$ cat config.mk
export PLATFORM = sky130hd
export DESIGN_NAME = spi_shift_engine
export DESIGN_NICKNAME = d
export VERILOG_FILES = /design/src/rtl/spi_pkg.sv /design/src/rtl/spi_clkgen.sv /design/src/rtl/spi_shift_engine.sv
export SDC_FILE = /design/constraint.sdc
export NUM_CORES = 1
export LEC_CHECK = 0
export ABC_AREA = 1
export CAP_MARGIN = 20
export CORE_MARGIN = 3
export CORE_UTILIZATION = 45
export DETAILED_ROUTE_END_ITERATION = 7
export PLACE_DENSITY_LB_ADDON = 0.08
export SLEW_MARGIN = 30
export SYNTH_ARGS = -nofsm -noshare
export SYNTH_HDL_FRONTEND = slang
export SYNTH_SLANG_ARGS = --single-unit
export TNS_END_PERCENT = 10
$ cat constraint.sdc
create_clock -name clk_i -period 2.5 [get_ports clk_i]
set_input_delay 0.375 -clock clk_i [delete_from_list [all_inputs] [get_ports clk_i]]
set_output_delay 0.375 -clock clk_i [all_outputs]
set_load 0.01 [all_outputs]
$ cat src/rtl/spi_pkg.sv
// Shared types and helpers for the SPI shift engine.
package spi_pkg;

    typedef enum logic [1:0] {
        StIdle,
        StLead,
        StXfer,
        StTrail
    } spi_state_e;

    // Mode encoding is {cpol, cpha}.
    localparam logic [1:0] SpiMode0 = 2'b00;
    localparam logic [1:0] SpiMode1 = 2'b01;
    localparam logic [1:0] SpiMode2 = 2'b10;
    localparam logic [1:0] SpiMode3 = 2'b11;

    function automatic int unsigned eff_len(input int unsigned len, input int unsigned max_len);
        return ((len == 0) || (len > max_len)) ? max_len : len;
    endfunction

endpackage

$ cat src/rtl/spi_clkgen.sv
// Half-period timer for the SPI engine: ticks once per half-period and owns the SCLK register.
module spi_clkgen #(
    parameter int unsigned CLKDIV_W = 8
) (
    input  logic                clk_i,
    input  logic                rst_n,
    input  logic                en_i,
    input  logic                clr_i,
    input  logic                toggle_i,
    input  logic                idle_lvl_i,
    input  logic [CLKDIV_W-1:0] div_i,
    output logic                tick_o,
    output logic                sclk_o
);

    logic [CLKDIV_W-1:0] cnt_q;
    logic                sclk_q;

    assign tick_o = en_i && (cnt_q == div_i);
    assign sclk_o = sclk_q;

    always_ff @(posedge clk_i or negedge rst_n) begin
        if (!rst_n) begin
            cnt_q  <= '0;
            sclk_q <= 1'b0;
        end else if (clr_i) begin
            cnt_q  <= '0;
            sclk_q <= idle_lvl_i;
        end else if (en_i) begin
            if (tick_o) begin
                cnt_q <= '0;
                if (toggle_i) begin
                    sclk_q <= ~sclk_q;
                end
            end else begin
                cnt_q <= cnt_q + CLKDIV_W'(1);
            end
        end
    end

endmodule

$ cat src/rtl/spi_shift_engine.sv
// Full-duplex SPI master shift engine: one frame per valid/ready handshake, all four modes,
// MSB/LSB ordering and run-time frame length.
module spi_shift_engine
    import spi_pkg::*;
#(
    parameter int unsigned DATAWIDTH = 8,
    parameter int unsigned CLKDIV_W  = 8,
    parameter int unsigned LENW      = $clog2(DATAWIDTH + 1)
) (
    input  logic                 clk_i,
    input  logic                 rst_n,
    input  logic [DATAWIDTH-1:0] tx_data_i,
    input  logic                 tx_valid_i,
    output logic                 tx_ready_o,
    input  logic [LENW-1:0]      len_i,
    input  logic                 lsb_first_i,
    input  logic                 cpol_i,
    input  logic                 cpha_i,
    input  logic [CLKDIV_W-1:0]  clk_div_i,
    output logic                 sclk_o,
    output logic                 cs_n_o,
    output logic                 mosi_o,
    input  logic                 miso_i,
    output logic [DATAWIDTH-1:0] rx_data_o,
    output logic                 rx_valid_o,
    output logic                 busy_o
);

    spi_state_e state_q, state_d;

    logic [DATAWIDTH-1:0] tx_sr_q, rx_sr_q, rx_data_q;
    logic [DATAWIDTH-1:0] aligned, rx_result;
    logic [LENW-1:0]      len_q, len_eff;
    logic [LENW:0]        edge_cnt_q, edge_nxt;
    logic [CLKDIV_W-1:0]  div_q;
    logic [1:0]           mode_q;
    logic                 lsb_q;
    logic                 mosi_q, cs_n_q, busy_q, rx_valid_q;
    logic                 tick, accept, xfer_tick, odd_edge, last_edge;
    logic                 sample_odd, sample_edge, shift_edge;

    assign len_eff = LENW'(eff_len(32'(len_i), DATAWIDTH));

    // MSB-first frames are left-justified so the next bit is always at the top.
    assign aligned   = lsb_first_i ? tx_data_i
                                   : tx_data_i << (DATAWIDTH - 32'(len_eff));
    assign rx_result = lsb_q ? rx_sr_q >> (DATAWIDTH - 32'(len_q)) : rx_sr_q;

    assign accept     = tx_valid_i && (state_q == StIdle);
    assign xfer_tick  = tick && (state_q == StXfer);
    assign edge_nxt   = edge_cnt_q + (LENW + 1)'(1);
    assign odd_edge   = ~edge_cnt_q[0];
    assign last_edge  = (edge_nxt == {len_q, 1'b0});
    assign sample_odd = (mode_q == SpiMode0) || (mode_q == SpiMode2);

    // With CPHA=0 the final edge only restores the idle level and must not shift.
    assign sample_edge = xfer_tick && (sample_odd ? odd_edge : ~odd_edge);
    assign shift_edge  = xfer_tick && (sample_odd ? (~odd_edge && !last_edge) : odd_edge);

    spi_clkgen #(
        .CLKDIV_W(CLKDIV_W)
    ) u_clkgen (
        .clk_i      (clk_i),
        .rst_n      (rst_n),
        .en_i       (state_q != StIdle),
        .clr_i      (state_q == StIdle),
        .toggle_i   (state_q == StXfer),
        .idle_lvl_i (cpol_i),
        .div_i      (div_q),
        .tick_o     (tick),
        .sclk_o     (sclk_o)
    );

    always_comb begin
        state_d = state_q;
        unique case (state_q)
            StIdle:  if (tx_valid_i)        state_d = StLead;
            StLead:  if (tick)              state_d = StXfer;
            StXfer:  if (tick && last_edge) state_d = StTrail;
            StTrail: if (tick)              state_d = StIdle;
            default:                        state_d = StIdle;
        endcase
    end

    always_ff @(posedge clk_i or negedge rst_n) begin
        if (!rst_n) begin
            state_q <= StIdle;
        end else begin
            state_q <= state_d;
        end
    end

    always_ff @(posedge clk_i or negedge rst_n) begin
        if (!rst_n) begin
            tx_sr_q    <= '0;
            rx_sr_q    <= '0;
            rx_data_q  <= '0;
            len_q      <= '0;
            edge_cnt_q <= '0;
            div_q      <= '0;
            mode_q     <= SpiMode0;
            lsb_q      <= 1'b0;
            mosi_q     <= 1'b0;
            cs_n_q     <= 1'b1;
            busy_q     <= 1'b0;
            rx_valid_q <= 1'b0;
        end else begin
            cs_n_q     <= (state_d == StIdle);
            busy_q     <= (state_d != StIdle);
            rx_valid_q <= (state_q == StTrail) && tick;
            if (accept) begin
                len_q      <= len_eff;
                lsb_q      <= lsb_first_i;
                mode_q     <= {cpol_i, cpha_i};
                div_q      <= clk_div_i;
                edge_cnt_q <= '0;
                rx_sr_q    <= '0;
                if (!cpha_i) begin
                    mosi_q  <= lsb_first_i ? aligned[0] : aligned[DATAWIDTH-1];
                    tx_sr_q <= lsb_first_i ? aligned >> 1 : aligned << 1;
                end else begin
                    tx_sr_q <= aligned;
                end
            end else if (xfer_tick) begin
                edge_cnt_q <= edge_nxt;
                if (sample_edge) begin
                    rx_sr_q <= lsb_q ? {miso_i, rx_sr_q[DATAWIDTH-1:1]}
                                     : {rx_sr_q[DATAWIDTH-2:0], miso_i};
                end
                if (shift_edge) begin
                    mosi_q  <= lsb_q ? tx_sr_q[0] : tx_sr_q[DATAWIDTH-1];
                    tx_sr_q <= lsb_q ? tx_sr_q >> 1 : tx_sr_q << 1;
                end
            end else if ((state_q == StTrail) && tick) begin
                rx_data_q <= rx_result;
                mosi_q    <= 1'b0;
            end
        end
    end

    assign tx_ready_o = (state_q == StIdle);
    assign cs_n_o     = cs_n_q;
    assign mosi_o     = mosi_q;
    assign rx_data_o  = rx_data_q;
    assign rx_valid_o = rx_valid_q;
    assign busy_o     = busy_q;

endmodule

==> implementation parameters <==
Parameter                              Value

Outcome
  Run status ... complete, no violations

Synth
  Post-synthesis cell type count ... 34
  Portion of synthesized cell area occupied by the leading cell type ... 39.3%
  Async SR Flop Fraction ... 100%
  Top flip-flop cell by instance count after synthesis ... dfrtp_1
  Yosys warns ... 0
  Number of enable flip-flop cells after synthesis ... 0
  Synth cell count leaders ... 137 x nand2_1, 57 x dfrtp_1, 53 x inv_1, 53 x nor2_1, 48 x nand3_1
  Dominant cell by count in the synthesized netlist ... nand2_1
  Synthesized instance count ... between 500 and 600
  Sequential fraction of the synthesis area ... about two fifths
  Cell type with the largest total area after synthesis ... dfrtp_1
  Synthesis-stage register bit count ... 58
  Post-Syn Area ... 3630 sq um
  Syn_area_per_cell ... roughly 7.2 sq um
  Dominant cells by area after synthesis ... dfrtp_1 39%, nand2_1 14%, nand3_1 6.6%
  Post-synth net total ... roughly 540

Global routing
  Overflow left after global routing ... 0
  Global routing usage summed across all routing layers ... a little over a fifth
  Maximum number of pins on one net before global-route repair ... 35
  Via count of the first global-routing pass ... around 3400
  First-pass GRT wire length ... around 15 mm
  Number of antenna violations at the first check in global routing ... 0

Place
  Placer's final routability congestion estimate ... between 0.9 and 1
  Worst setup timing slack at the placement stage ... -0.0918 ns
  Number of buffers added on ports ... 40
  Detailed placement HPWL ... ~6.7 mm
  Placed Cells incl. Taps ... approximately 660

Routing
  Residual DRC ... 0
  Via density per instance ... between 5 and 6
  Detail Route Antenna Nets ... 0
  Total via count in the routed design ... 3503
  DR iter-0 viols ... ~140
  Avg WL per Cell ... 13.4 um
  First-pass iteration count of the detailed router ... 4
  Total wirelength of the detailed-routed design ... between 8 and 9 mm

Worst setup path
  Most frequent cell on the critical path ... nand2_1
  Endpoint class of the critical path ... flop
  Critical-path top delay cell ... clkdlybuf4s50_1
  Required arrival time at the worst endpoint ... 2.72 ns
  Cell-by-cell trace of the critical path ... clkdlybuf4s50_1, nor2_1, nand2_1, nand2_2, nand3_1, ha_1, inv_1, nand2_2, nand2_1, inv_1, nand2_1, nand3_1, nand3_1, nand3_1, nand2_1, nand2_1, nor2_1, nor2_1
  Max Fanout on Critical Path ... 13
  Kind of critical path ... in -> reg
  Critical path arrival ... approximately 2.5 ns
  Critical path's largest stage delay ... 0.43 ns
  Sort of element at the start of the critical path ... input port
  Setup slack, reg-to-reg ... 0.48 ns

Power and ir drop
  Maximum VDD drop ... approximately 0.00027 V
  Total power ... roughly 2.1 mW
  Pleak ... between 2 and 2.5 nW
  Power density over the cells ... around 460 nW/um^2

Floorplan
  Initial cell density of the core ... a little under half
  Die Footprint ... roughly 9200 sq um
  Area of the placeable core ... slightly below 8000 sq um
  Number of placement rows ... 32
  Die span in x ... 95.8 um
  Die Ht ... roughly 96 um
  Io pins ... 41

Timing
  Final Setup Violations ... 0
  Max-slew violation count ... 0
  Setup repair after global routing missed its margin ... no
  Worst-Margin Slew ... about 0.59 ns
  Maximum clock frequency ... around 0.44 GHz
  Post-route setup slack ... roughly 0.24 ns
  Max_slew headroom ... about three fifths
  Share of the clock period used by the worst path after layout ... 90.5%
  Maximum clock skew at final layout ... 0.0102 ns
  Endpoints failing hold ... 0
  Fin crit period ... 2.26 ns

Final layout
  Fillcell total ... 765
  Combined area of the multi-input logic cells ... 1910 sq um
  Non-filler cells in the finished layout ... roughly 670
  Ratio of cells with drive above 1 in the final layout ... about 10%
  Signed area change from the synthesized netlist to the final layout ... 22.4%
  Area taken by flip-flops and latches ... around 1500 sq um
  Number of nets in the layout ... 596
  ANT cells ... 0

Worst hold path
  Worst min-delay path class ... in -> async

Job
  Number of max-capacitance violations reported ... 0

Clock network
  Setup Buffers After CTS ... 0
  Clock latency reported for the late side of the worst-skew pair ... 0.34 ns
  H-tree Lvls ... 3
  Clock root buffer ... clkbuf_8
  Total CTS buffers ... 9
  Clock buffer depth ... 2
  Clock-pin slew on the worst setup and hold paths ... approximately 0.070 ns
  Post-cts gate resize count ... 0
  Number of clock sinks seen by CTS ... 58
  TritonCTS clock tree ... done
  Post-cts hold buffer count ... 0
through the flow:
step / util, % / hold slack [ns] / setup TNS [ns] / area, sq um
after floorplan: - / 0.0794 / 0 / 3630
after CTS: 57.2 / 0.0457 / 0 / 4450
final: 57.2 / 0.0309 / 0 / 4450
after detailed placement: 54.7 / 0.413 / -0.331 / 4250
after global routing: 57.2 / 0.0732 / 0 / 4450
after global placement: 54.7 / 0.406 / -0.140 / 4250
state kept, by name, summed over array words and instances (netlist names):
| name | cells |
|---|---|
| u_clkgen.cnt_q | 8 |
| cs_n_o | 1 |
| lsb_q | 1 |
| edge_cnt_q | 5 |
| u_clkgen.sclk_o | 1 |
| len_q | 4 |
| mosi_o | 1 |
| rx_valid_o | 1 |
| mode_q | 1 |
| rx_data_o | 8 |
| rx_sr_q | 8 |
| state_q | 2 |
| tx_sr_q | 8 |
| div_q | 8 |
| busy_o | 1 |
routing by layer:
metal | up-vias | global-route usage, % | wire [um]
met5 | - | 0 | 0
met2 | 80 | 34.6 | 4210
met1 | 1636 | 28.6 | 4250
met4 | 0 | 5.69 | 75
met3 | 9 | 4.77 | 446
li1 | 1778 | - | -
cell families after synthesis:
kind of cell             Yosys count  synth area share [%]
AND/OR/NAND/NOR                  265                  31.8
flip-flops                        58                  40.0
multiplexers                       2                 0.689
adder cells (fa/ha/maj)            4                  1.38
buffers and inverters             68                  7.37
XOR/XNOR                          17                  4.10
AO/OA/AOI/OAI                     93                  14.6
layout make-up:
type | count | area share [%]
multi-input combinational | 381 | 43.0
sequential | 58 | 32.7
timing repair buffer | 58 | 12.2
inverter | 57 | 4.81
clock buffer | 14 | 3.66
tap | 102 | 2.87
clock inverter | 2 | 0.788
path summary, 6_finish.rpt:
path / start / endpoint / cells past startpoint
max in group asynchronous: rst_n / tx_sr_q[1]$_DFFE_PN0P_ / 2
min in group clk_i: rx_sr_q[0]$_DFFE_PN0P_ / rx_sr_q[0]$_DFFE_PN0P_ / 2
max: len_i[1] / tx_sr_q[5]$_DFFE_PN0P_ / 18
min reg2reg: rx_sr_q[0]$_DFFE_PN0P_ / rx_sr_q[0]$_DFFE_PN0P_ / 2
min: rst_n / div_q[3]$_DFFE_PN0P_ / 1
max reg2reg: edge_cnt_q[0]$_DFFE_PN0P_ / tx_sr_q[3]$_DFFE_PN0P_ / 11
worst max-delay path, delay by kind of cell:
family | cells | cell delay, ns
buffers and inverters | 3 | 0.57
adders and majority gates | 1 | 0.21
and+or+nand+nor | 14 | 1.32
layout by cell type (no fill, tap or decap), types with 2 or more instances in the layout:
cell type          n
nand2_1          137
dfrtp_1           57
nor2_1            53
inv_1             53
nand3_1           48
o21ai_0           40
clkdlybuf4s50_1   39
a21oi_1           18
buf_4             17
o21ai_1           12
clkbuf_8          11
a22oi_1           10
xor2_1             9
xnor2_1            8
nand2_2            7
nand4_1            7
inv_2              4
a2bb2oi_1          4
ha_1               4
nor2_4             3
o211ai_1           3
clkbuf_1           3
nand3_2            2
nor2_2             2
nor3_1             2
nand2_4            2
o21ai_2            2
a21oi_2            2
report_power, final:
group | internal (mW) | switching, mW
Sequential | 0.943 | 0.00335
Clock | 0.515 | 0.366
Combinational | 0.103 | 0.134
Power figures use the tool's default switching activity.
